===== src/rtl/comp_gain_loader_if.sv =====
// Host stream and gain-table signal bundle for comp_gain_loader.
// The master side is the host/downstream; the slave side is the loader.
interface comp_gain_loader_if;
    logic       start;
    logic [7:0] hd;
    logic       hv;
    logic       hrdy;
    logic [7:0] cin;
    logic       cwe;
    logic       mute;
    logic       done;
    logic       err;

    modport master (output start, hd, hv, input hrdy, cin, cwe, mute, done, err);
    modport slave  (input start, hd, hv, output hrdy, cin, cwe, mute, done, err);
endinterface


===== src/rtl/comp_gain_loader.sv =====
// Gain-table loader: unity auto-fill after reset, then host reloads over a valid/ready stream.
// Define COMP_LOADER_CHECKSUM_EN to require a trailing checksum byte on host loads.
//
// state | meaning
// INIT  | shifting UNITY into every entry, host held off
// IDLE  | table complete, waiting for start (or a latched one)
// LOAD  | accepting host bytes, each forwarded to the table one cycle later
// CHECK | checksum verdict after the trailing byte (checksum build only)
module comp_gain_loader #(
    parameter int         ENTRIES = 128,
    parameter logic [7:0] UNITY   = 8'h10,
    parameter int         CW      = 7
) (
    input  logic              clk,
    input  logic              rst,
    comp_gain_loader_if.slave bus
);

`ifdef COMP_LOADER_CHECKSUM_EN
    typedef enum logic [1:0] {S_INIT, S_IDLE, S_LOAD, S_CHECK} state_t;
`else
    typedef enum logic [1:0] {S_INIT, S_IDLE, S_LOAD} state_t;
`endif

    localparam logic [CW-1:0] CNT_LAST = CW'(ENTRIES - 1);
    localparam logic [CW-1:0] CNT_ONE  = {{(CW-1){1'b0}}, 1'b1};

    state_t        state;
    state_t        state_nxt;
    logic [CW-1:0] cnt;
    logic          pending;
    logic          last_q;
    logic          cwe_q;
    logic          done_q;
    logic          mute_q;
    logic [7:0]    cin_q;
    logic          xfer;
    logic          term;
    logic          load_fin;
    logic          wr_en;
    logic [7:0]    wr_byte;
    logic          fin_set;
`ifdef COMP_LOADER_CHECKSUM_EN
    logic          ck_phase;
    logic          ck_ok;
    logic          err_q;
    logic [7:0]    sum;
    logic [7:0]    sum_nxt;
`endif

    assign xfer = (state == S_LOAD) && bus.hv;
    assign term = (cnt == CNT_LAST);

`ifdef COMP_LOADER_CHECKSUM_EN
    assign sum_nxt  = sum + bus.hd;
    assign load_fin = xfer && ck_phase;
`else
    assign load_fin = xfer && term;
`endif

    always_ff @(posedge clk) begin
        if (rst) begin
            state <= S_INIT;
        end else begin
            state <= state_nxt;
        end
    end

    always_comb begin
        state_nxt = state;
        case (state)
            S_INIT:  if (term) state_nxt = S_IDLE;
            S_IDLE:  if (bus.start || pending) state_nxt = S_LOAD;
`ifdef COMP_LOADER_CHECKSUM_EN
            S_LOAD:  if (load_fin) state_nxt = S_CHECK;
            S_CHECK: state_nxt = ck_ok ? S_IDLE : S_INIT;
`else
            S_LOAD:  if (load_fin) state_nxt = S_IDLE;
`endif
            default: state_nxt = S_INIT;
        endcase
    end

    // fin_set marks the cycle whose successor carries the last cwe; done follows one cycle later.
    always_comb begin
        wr_en   = 1'b0;
        wr_byte = UNITY;
        fin_set = 1'b0;
        case (state)
            S_INIT: begin
                wr_en   = 1'b1;
                fin_set = term;
            end
`ifdef COMP_LOADER_CHECKSUM_EN
            S_LOAD: begin
                wr_en   = xfer && !ck_phase;
                wr_byte = bus.hd;
            end
            S_CHECK: fin_set = ck_ok;
`else
            S_LOAD: begin
                wr_en   = xfer;
                wr_byte = bus.hd;
                fin_set = load_fin;
            end
`endif
            default: ;
        endcase
    end

    always_ff @(posedge clk) begin
        if (rst) begin
            cnt     <= '0;
            pending <= 1'b0;
            last_q  <= 1'b0;
            cwe_q   <= 1'b0;
            done_q  <= 1'b0;
            mute_q  <= 1'b1;
            cin_q   <= 8'h00;
`ifdef COMP_LOADER_CHECKSUM_EN
            ck_phase <= 1'b0;
            ck_ok    <= 1'b0;
            err_q    <= 1'b0;
            sum      <= 8'h00;
`endif
        end else begin
            cwe_q  <= wr_en;
            last_q <= fin_set;
            done_q <= last_q;
            if (wr_en) cin_q <= wr_byte;
            if (last_q) mute_q <= 1'b0;
            case (state)
                S_INIT: begin
                    cnt <= term ? '0 : cnt + 1'b1;
                    if (bus.start) pending <= 1'b1;
                end
                S_IDLE: begin
                    if (bus.start || pending) begin
                        cnt     <= '0;
                        pending <= 1'b0;
                        mute_q  <= 1'b1;
`ifdef COMP_LOADER_CHECKSUM_EN
                        err_q    <= 1'b0;
                        sum      <= 8'h00;
                        ck_phase <= 1'b0;
`endif
                    end
                end
                S_LOAD: begin
                    // A restart that coincides with a transfer keeps that byte as entry 0 of the new load.
                    if (bus.start && !load_fin) begin
                        cnt <= xfer ? CNT_ONE : '0;
`ifdef COMP_LOADER_CHECKSUM_EN
                        sum      <= xfer ? bus.hd : 8'h00;
                        ck_phase <= 1'b0;
`endif
                    end else begin
                        if (bus.start) pending <= 1'b1;
                        if (xfer) begin
`ifdef COMP_LOADER_CHECKSUM_EN
                            if (ck_phase) begin
                                ck_phase <= 1'b0;
                                ck_ok    <= (sum_nxt == 8'h00);
                            end else begin
                                sum <= sum_nxt;
                                cnt <= term ? '0 : cnt + 1'b1;
                                if (term) ck_phase <= 1'b1;
                            end
`else
                            cnt <= term ? '0 : cnt + 1'b1;
`endif
                        end
                    end
                end
`ifdef COMP_LOADER_CHECKSUM_EN
                S_CHECK: begin
                    if (bus.start) pending <= 1'b1;
                    if (!ck_ok) err_q <= 1'b1;
                end
`endif
                default: ;
            endcase
        end
    end

    assign bus.hrdy = (state == S_LOAD);
    assign bus.cin  = cin_q;
    assign bus.cwe  = cwe_q;
    assign bus.mute = mute_q;
    assign bus.done = done_q;
`ifdef COMP_LOADER_CHECKSUM_EN
    assign bus.err  = err_q;
`else
    assign bus.err  = 1'b0;
`endif

endmodule


===== src/flat_wrapper.sv =====
// flat-port wrapper written by rule: the top's interface ports become plain ports
module comp_gain_loader_flat 
#(
    parameter int         ENTRIES = 128,
    parameter logic [7:0] UNITY   = 8'h10,
    parameter int         CW      = 7
)
  (clk, rst, bus_start, bus_hd, bus_hv, bus_hrdy, bus_cin, bus_cwe, bus_mute, bus_done, bus_err);
  comp_gain_loader_if bus_i ();
  input  logic clk;
  input  logic rst;
  input wire logic [$bits(bus_i.start)-1:0] bus_start;
  input wire logic [$bits(bus_i.hd)-1:0] bus_hd;
  input wire logic [$bits(bus_i.hv)-1:0] bus_hv;
  output wire logic [$bits(bus_i.hrdy)-1:0] bus_hrdy;
  output wire logic [$bits(bus_i.cin)-1:0] bus_cin;
  output wire logic [$bits(bus_i.cwe)-1:0] bus_cwe;
  output wire logic [$bits(bus_i.mute)-1:0] bus_mute;
  output wire logic [$bits(bus_i.done)-1:0] bus_done;
  output wire logic [$bits(bus_i.err)-1:0] bus_err;
  assign bus_i.start = bus_start;
  assign bus_i.hd = bus_hd;
  assign bus_i.hv = bus_hv;
  assign bus_hrdy = bus_i.hrdy;
  assign bus_cin = bus_i.cin;
  assign bus_cwe = bus_i.cwe;
  assign bus_mute = bus_i.mute;
  assign bus_done = bus_i.done;
  assign bus_err = bus_i.err;
  comp_gain_loader #(.ENTRIES(ENTRIES), .UNITY(UNITY), .CW(CW)) u_core (.clk(clk), .rst(rst), .bus(bus_i));
endmodule

===== config.mk =====
export PLATFORM = sky130hd
export DESIGN_NAME = comp_gain_loader_flat
export DESIGN_NICKNAME = d
export VERILOG_FILES = /design/src/rtl/comp_gain_loader_if.sv /design/src/rtl/comp_gain_loader.sv /design/src/flat_wrapper.sv
export SDC_FILE = /design/constraint.sdc
export NUM_CORES = 1
export LEC_CHECK = 0
export CORE_MARGIN = 2
export CORE_UTILIZATION = 52
export CTS_BUF_LIST = sky130_fd_sc_hd__clkbuf_8 sky130_fd_sc_hd__clkbuf_16
export CTS_CLUSTER_SIZE = 25
export DETAILED_ROUTE_END_ITERATION = 8
export PLACE_DENSITY = 0.82
export SETUP_SLACK_MARGIN = 0.15
export SLEW_MARGIN = 20
export SYNTH_ARGS = -nofsm -noshare
export SYNTH_HDL_FRONTEND = slang
export SYNTH_SLANG_ARGS = --single-unit

===== constraint.sdc =====
create_clock -name clk -period 2.5 [get_ports clk]
set_input_delay 0.5 -clock clk [delete_from_list [all_inputs] [get_ports clk]]
set_output_delay 0.5 -clock clk [all_outputs]
set_load 0.01 [all_outputs]

==> qor.tcl, run 1 <==
set qor(critPathKind) {reg2out}
set qor(vdd_ir_drop_max_uv) 464.2
set qor(cts_buffer_depth) 2
set qor(final_period_util) 0.8700
set qor(synth.net_count) 148
set qor(antenna_violating_nets_post_route) 0
set qor(synth.lib_cells_used.distinct) 36
set qor(setup_repair_after_global_routing_missed_its_margin) {false}
set qor(diodes) 0
set qor(worst-path-max-fanout) 9
set qor(crit_path_start_kind) {flop}
set qor(synth_flop_cell) {dfxtp_1}
set qor(worst_ep_arrival_time_ns) 1.67
set qor(synth_top_area_frac) 0.4051
set qor(finalCoreUtilization) 0.6996
set qor(total_number_of_vias) 953
set qor(nFillCells) 183
set qor(outcome) {completed}
set qor(first_global_vias) 902
set qor(synth-warning-count) 0
set qor(tritoncts_clock_tree) {built}
set qor(synth_sequential_area_ratio) 0.4051
set qor(yosys-top-cells-area) {dfxtp_1 41%, ha_1 6.9%, a21oi_1 6.0%}
set qor(chipHeight_um) 49.73
set qor(finalMaxSlewViolations) 0
set qor(postSynthCellCount) 130
set qor(rd_place_congestion) 0.8358
set qor(synth.ff_latch_count) 22
set qor(grt_overflow_total) 0
set qor(floorplan.io_pins) 25
set qor(finalHoldViolCount) 0
set qor(post_synthesis_cell_area_um2) 1087
set qor(fp.dieArea_um2) 2473
set qor(netlist.top_cell.by_area) {dfxtp_1}
set qor(fmax_mhz) 459.8
set qor(critPathCaptureType) {output pin}
set qor(postCtsResizedCells) 0
set qor(cts.clk_slew.worst_paths_ns) 0.07
set qor(clock-root-buffer) {clkbuf_8}
set qor(grt_first_pass_wirelength_um) 3801
set qor(detailedPlacementHpwl_um) 1760
set qor(htreeDepth) 1
set qor(drt-pass1-iter-count) 4
set qor(setup_tns_ns) 0
set qor(max-cap-violations) 0
set qor(p_per_area_nw_per_um2) 455.2
set qor(rows) 16
set qor(clock_sink_count) 22
set qor(share_of_post_route_cells_with_drive_strength_above_1) 0.07895
set qor(number_of_synthesized_flops_with_an_enable_pin) 0
set qor(final_report_setup_violation_count) 0
set qor(cts_buffer_count) 3
set qor(hold_path.class) {reg2reg}
set qor(placement.io_buffers) 23
set qor(syn2layout_area_growth_pct) 26.24
set qor(globalRouteTotalUtil) 0.1971
set qor(floorplan.initialDensity) 0.5542
set qor(initial_detailed_routing_violation_count) 12
set qor(worst_skew_late_latency_ns) 0.25
set qor(synth.avg_cell_area_um2) 8.364
set qor(via_per_inst) 5.324
set qor(die_w_um) 49.73
set qor(remaining_drc_errors) 0
set qor(cts.hold.buffers_added) 0
set qor(finalCriticalPeriod_ns) 2.175
set qor(antenna_found_initial) 0
set qor(wl_per_cell_um) 12.69
set qor(post_cts_buffers) 0
set qor(pin_count_of_the_biggest_net_entering_global_routing) 13
set qor(worst-endpoint-required_ns) 2.00
set qor(fin_skew_ns) 0.0005408
set qor(fp.coreArea_um2) 1962
set qor(nNetsFinal) 172
set qor(wl_um) 2272
set qor(leakage_power_of_the_design_nw) 0.4821
set qor(synthArstFlopShare) 0
[metal layers]
layer | vias up | track usage | share of wire | routed length [um]
met1 | 438 | 0.2305 | 0.45 | 1027
met5 | - | 0 | 0 | 0
met3 | 0 | 0.05758 | 0.038 | 86
li1 | 495 | - | - | -
met2 | 20 | 0.3556 | 0.51 | 1157
met4 | 0 | 0.03704 | 0 | 0
[sequential cells by signal, indices dropped and copies added, names as in the netlist]
register and cells:
u_core.bus.cin 8, u_core.bus.cwe 1, u_core.bus.done 1, u_core.cnt 7, u_core.pending 1, u_core.bus.mute 1, u_core.last_q 1, u_core.state 2
[per-stage QoR]
| step | hold WS [ns] | area (um^2) | total power, mW | cells | setup slack [ns] |
|---|---|---|---|---|---|
| final | 0.4329 | 1373 | 0.6248 | 179 | 0.3250 |
| after global routing | 0.4450 | 1373 | 0.6493 | 179 | 0.2045 |
| after CTS | 0.4353 | 1373 | 0.6288 | 179 | 0.3076 |
| after detailed placement | 0.4256 | 1331 | 0.4227 | 176 | 0.4242 |
| after global placement | 0.4207 | 1331 | 0.4210 | 176 | 0.4540 |
| after floorplan | 0.4160 | 1087 | 0.3937 | 130 | 0.8716 |
[final timing paths]
check / start / to / slack, ns / cells after the start
max reg2reg: u_core.state[0]$_SDFFE_PP0P_ / u_core.pending$_SDFFE_PP0P_ / 0.62 / 7
max: u_core.state[0]$_SDFFE_PP0P_ / bus_hrdy / 0.33 / 3
min: u_core.last_q$_SDFF_PP0_ / u_core.bus.done$_SDFF_PP0_ / 0.43 / 2
min reg2reg: u_core.last_q$_SDFF_PP0_ / u_core.bus.done$_SDFF_PP0_ / 0.43 / 2
[placed cells by master, fill, tap and decap left out, types with 4 or more instances in the layout]
cell type and count:
a21oi_1 13, dfxtp_1 22, nor3_1 7, inv_1 5
a31oi_1 4, nand2_1 14, ha_1 6, clkdlybuf4s50_1 23
nand3_1 11, nor2_1 12
[Yosys cell counts, types with 3 or more instances]
master    number
nand3_1       11
nor3_1         7
a31oi_1        4
nor2_1        12
dfxtp_1       22
ha_1           6
a21oi_2        3
nand2_1       14
nand2b_1       3
inv_1          5
o21ai_0        3
a21oi_1       13
[power breakdown]
part | leakage, nW | switching (mW) | internal, mW | total (mW)
clock network | 0.0216 | 0.103 | 0.107 | 0.210
registers | 0.179 | 0.00730 | 0.357 | 0.364
logic | 0.282 | 0.0216 | 0.0289 | 0.0505
total | 0.482 | 0.132 | 0.493 | 0.625
[layout make-up]
cell class              instances  area, um^2  area share
well taps                      27       33.78     0.02461
clock buffers                   3       41.29     0.03008
flip-flops and latches         22       440.4      0.3209
repair buffers                 25       245.2      0.1787
multi-input cells              97       593.1      0.4321
inverters                       5       18.77     0.01367
[critical path: stages, from the launching register on]
cell	delay, ns
dfxtp_1	0.36
inv_1	0.10
ha_1	0.36
clkdlybuf4s50_1	0.61
[kinds of logic after synthesis]
| kind of cell | after synthesis | synth area share |
|---|---|---|
| xor+xnor | 2 | 0.01611 |
| compound gates | 33 | 0.2129 |
| flops | 22 | 0.4051 |
| mux | 1 | 0.009206 |
| other cells | 1 | 0.003449 |
| simple gates | 54 | 0.2348 |
| buf+inv | 11 | 0.04948 |
| fa+ha+maj | 6 | 0.06904 |
(Power assumes the default switching activity.)
==> run 2: changes to the inputs <==
--- a/config.mk
+++ b/config.mk
@@ -10,6 +10,7 @@
 export CTS_BUF_LIST = sky130_fd_sc_hd__clkbuf_8 sky130_fd_sc_hd__clkbuf_16
 export CTS_CLUSTER_SIZE = 25
 export DETAILED_ROUTE_END_ITERATION = 8
+export GPL_ROUTABILITY_DRIVEN = 0
 export PLACE_DENSITY = 0.82
 export SETUP_SLACK_MARGIN = 0.15
 export SLEW_MARGIN = 20
==> results of run 2 <==
The final DEF is identical to that of run 1; final timing and power are the same.
==> run 3: changes to the inputs <==
--- a/config.mk
+++ b/config.mk
@@ -12,6 +12,7 @@
 export DETAILED_ROUTE_END_ITERATION = 8
 export GPL_ROUTABILITY_DRIVEN = 0
 export PLACE_DENSITY = 0.82
+export REMOVE_ABC_BUFFERS = 1
 export SETUP_SLACK_MARGIN = 0.15
 export SLEW_MARGIN = 20
 export SYNTH_ARGS = -nofsm -noshare
==> qor.tcl, run 3 (same netlist as run 1, synthesis figures left out) <==
set qor(fp.coreArea_um2) 1962 ;# unchanged
set qor(first_global_vias) 955 ;# was 902
set qor(critPathCaptureType) {output pin} ;# unchanged
set qor(path_cells) {inv_1 -> ha_1 -> clkdlybuf4s50_1} ;# unchanged
set qor(timing.hold.worst.start) {u_core.last_q$_SDFF_PP0_} ;# unchanged
set qor(drt-pass1-iter-count) 5 ;# was 4
set qor(fmax_mhz) 462.1 ;# was 459.8 MHz
set qor(chipHeight_um) 49.73 ;# unchanged
set qor(layout_commonest_cell) {clkdlybuf4s50_1} ;# unchanged
set qor(total_number_of_vias) 1012 ;# was 953
set qor(final_cell_area_um2) 1403 ;# was 1373 um^2
set qor(p_per_area_nw_per_um2) 533.7 ;# was 455.2 nW/um^2
set qor(storage_element_area_um2) 440.4 ;# unchanged
set qor(post-place-cells) 176 ;# unchanged
set qor(fin_skew_ns) 0.001843 ;# was 0.0005408 ns
set qor(fp.dieArea_um2) 2473 ;# unchanged
set qor(sw_frac_of_total) 0.1988 ;# was 0.2106
set qor(postCtsResizedCells) 0 ;# unchanged
set qor(wl_um) 2440 ;# was 2272 um
set qor(worst-endpoint-required_ns) 2.00 ;# about the same
set qor(crit_buf_inv) 2 ;# unchanged
set qor(rr_worst_depth) 7 ;# unchanged
set qor(critPathSlowestCell) {clkdlybuf4s50_1} ;# unchanged
set qor(switching_power_mw) 0.1488 ;# was 0.1316 mW
set qor(antenna_found_initial) 0 ;# unchanged
set qor(worst_skew_late_latency_ns) 0.26 ;# was 0.25 ns
set qor(worst_ep_arrival_time_ns) 1.66 ;# was 1.67 ns
set qor(critPathTopFamily) {buffers and inverters} ;# unchanged
set qor(instance_count_along_the_most_critical_hold_path) 2 ;# unchanged
set qor(power.clock.fraction) 0.445 ;# was 0.336
set qor(internal_power_mw) 0.5997 ;# was 0.4932 mW
set qor(share_of_post_route_cells_with_drive_strength_above_1) 0.08497 ;# was 0.07895
set qor(sequential_cell_fraction_of_total_power) 0.487 ;# was 0.583
set qor(placement.io_buffers) 23 ;# unchanged
set qor(largest_register_ffs) 8 ;# unchanged
set qor(rows) 16 ;# unchanged
set qor(hold_path.class) {reg2reg} ;# unchanged
set qor(r2r-start) {u_core.state[0]$_SDFFE_PP0P_} ;# unchanged
set qor(nFillCells) 167 ;# was 183
set qor(finalMaxSlewViolations) 0 ;# unchanged
set qor(syn2layout_area_growth_pct) 29.00 ;# was 26.24%
set qor(pin_count_of_the_biggest_net_entering_global_routing) 14 ;# was 13
set qor(htreeDepth) 1 ;# unchanged
set qor(multi_input_area_um2) 593.1 ;# unchanged
set qor(worst-path-max-fanout) 9 ;# unchanged
set qor(floorplan.io_pins) 25 ;# unchanged
set qor(floorplan.initialDensity) 0.5542 ;# unchanged
set qor(setup_tns_ns) 0 ;# unchanged
set qor(crit_path_start_kind) {flop} ;# unchanged
set qor(cts.hold.buffers_added) 0 ;# unchanged
set qor(finalCriticalPeriod_ns) 2.164 ;# was 2.175 ns
set qor(combinational_share_of_power) 0.068 ;# was 0.081
set qor(max-cap-violations) 0 ;# unchanged
set qor(leakage_power_of_the_design_nw) 0.4963 ;# was 0.4821 nW
set qor(finalHoldViolCount) 0 ;# unchanged
set qor(clock-root-buffer) {clkbuf_8} ;# unchanged
set qor(instances_no_fill) 180 ;# was 179
set qor(initial_detailed_routing_violation_count) 15 ;# was 12
set qor(tritoncts_clock_tree) {built} ;# unchanged
set qor(most_frequent_cells_in_the_layout) {23 x clkdlybuf4s50_1, 22 x dfxtp_1, 14 x nand2_1, 13 x a21oi_1, 12 x nor2_1} ;# unchanged
set qor(vdd_ir_drop_max_uv) 342.4 ;# was 464.2 uV
set qor(nNetsFinal) 172 ;# unchanged
set qor(placedInstanceArea_um2) 1331 ;# unchanged
set qor(final_report_setup_violation_count) 0 ;# unchanged
set qor(remaining_drc_errors) 0 ;# unchanged
set qor(via_per_inst) 5.622 ;# was 5.324
set qor(hold-worst-slack_ns) 0.4476 ;# was 0.4329 ns
set qor(critPathLaunch) {u_core.state[0]$_SDFFE_PP0P_} ;# unchanged
set qor(cp_num_cells) 3 ;# unchanged
set qor(cpPeakStageDelay_ns) 0.61 ;# about the same
set qor(die_w_um) 49.73 ;# unchanged
set qor(cts.clk_slew.worst_paths_ns) 0.08 ;# was 0.07 ns
set qor(cts_buffer_count) 3 ;# unchanged
set qor(globalRouteTotalUtil) 0.2175 ;# was 0.1971
set qor(cts_buffer_depth) 2 ;# unchanged
set qor(clock_sink_count) 22 ;# unchanged
set qor(detailedPlacementHpwl_um) 1768 ;# was 1760 um
set qor(grt_overflow_total) 0 ;# unchanged
set qor(antenna_violating_nets_post_route) 0 ;# unchanged
set qor(wl_per_cell_um) 13.56 ;# was 12.69 um
set qor(diodes) 0 ;# unchanged
set qor(final_period_util) 0.8657 ;# was 0.8700
set qor(post_cts_buffers) 0 ;# unchanged
set qor(critPathKind) {reg2out} ;# unchanged
set qor(outcome) {completed} ;# unchanged
set qor(grt_first_pass_wirelength_um) 4195 ;# was 3801 um
set qor(setup_repair_after_global_routing_missed_its_margin) {false} ;# unchanged
==> run 3: cell types whose count changed in the layout (fill, tap and decap cells not counted), sizes merged <==
cell    change
bufinv      +1
==> run 3: path summary, 6_finish.rpt <==
| kind | slack (ns) | end |
|---|---|---|
| max reg2reg | 0.64 | u_core.pending$_SDFFE_PP0P_ |
| max | 0.34 | bus_hrdy |
| min | 0.45 | u_core.bus.done$_SDFF_PP0_ |
| min reg2reg | 0.45 | u_core.bus.done$_SDFF_PP0_ |
==> run 3: metal layers <==
layer  up-vias  GRT usage  routed length, um
li1        496          -                  -
met1       480     0.2667               1064
met2        28     0.3733               1248
met3         8    0.03333                 82
met4         0    0.09722                 44
met5         -          0                  0
==> run 3: area by class of cell <==
type	instances	area share
clock buffer	3	0.02944
clock inverter	1	0.02141
inverter	5	0.01338
multi-input combinational	97	0.4228
sequential	22	0.3140
tap	27	0.02409
timing repair buffer	25	0.1748
==> run 3: power by group through the flow <==
stage / registers, mW / logic [mW] / clock network [mW]
floorplan: 0.371 / 0.0176 / 0
global placement: 0.372 / 0.0488 / 0
detailed placement: 0.372 / 0.0504 / 0
CTS: 0.364 / 0.0507 / 0.336
global route: 0.366 / 0.0554 / 0.354
finish: 0.364 / 0.0508 / 0.333
==> run 3: stage by stage <==
step	utilization	worst slack (ns)	power (mW)
6_report	0.7149	0.3357	0.7485
5_1_grt	0.7149	0.2264	0.7759
4_1_cts	0.7149	0.3204	0.7511
3_5_place_dp	0.6786	0.4426	0.4229
3_3_place_gp	0.6786	0.4548	0.4208
2_1_floorplan	-	0.8217	0.3889
==> run 3: worst register-to-register path: stages, from the launching register on <==
cell	delay, ns
dfxtp_1	0.41
inv_1	0.09
ha_1	0.32
buf_4	0.21
inv_1	0.13
a31oi_1	0.16
a2111oi_4	0.34
o21ba_1	0.17
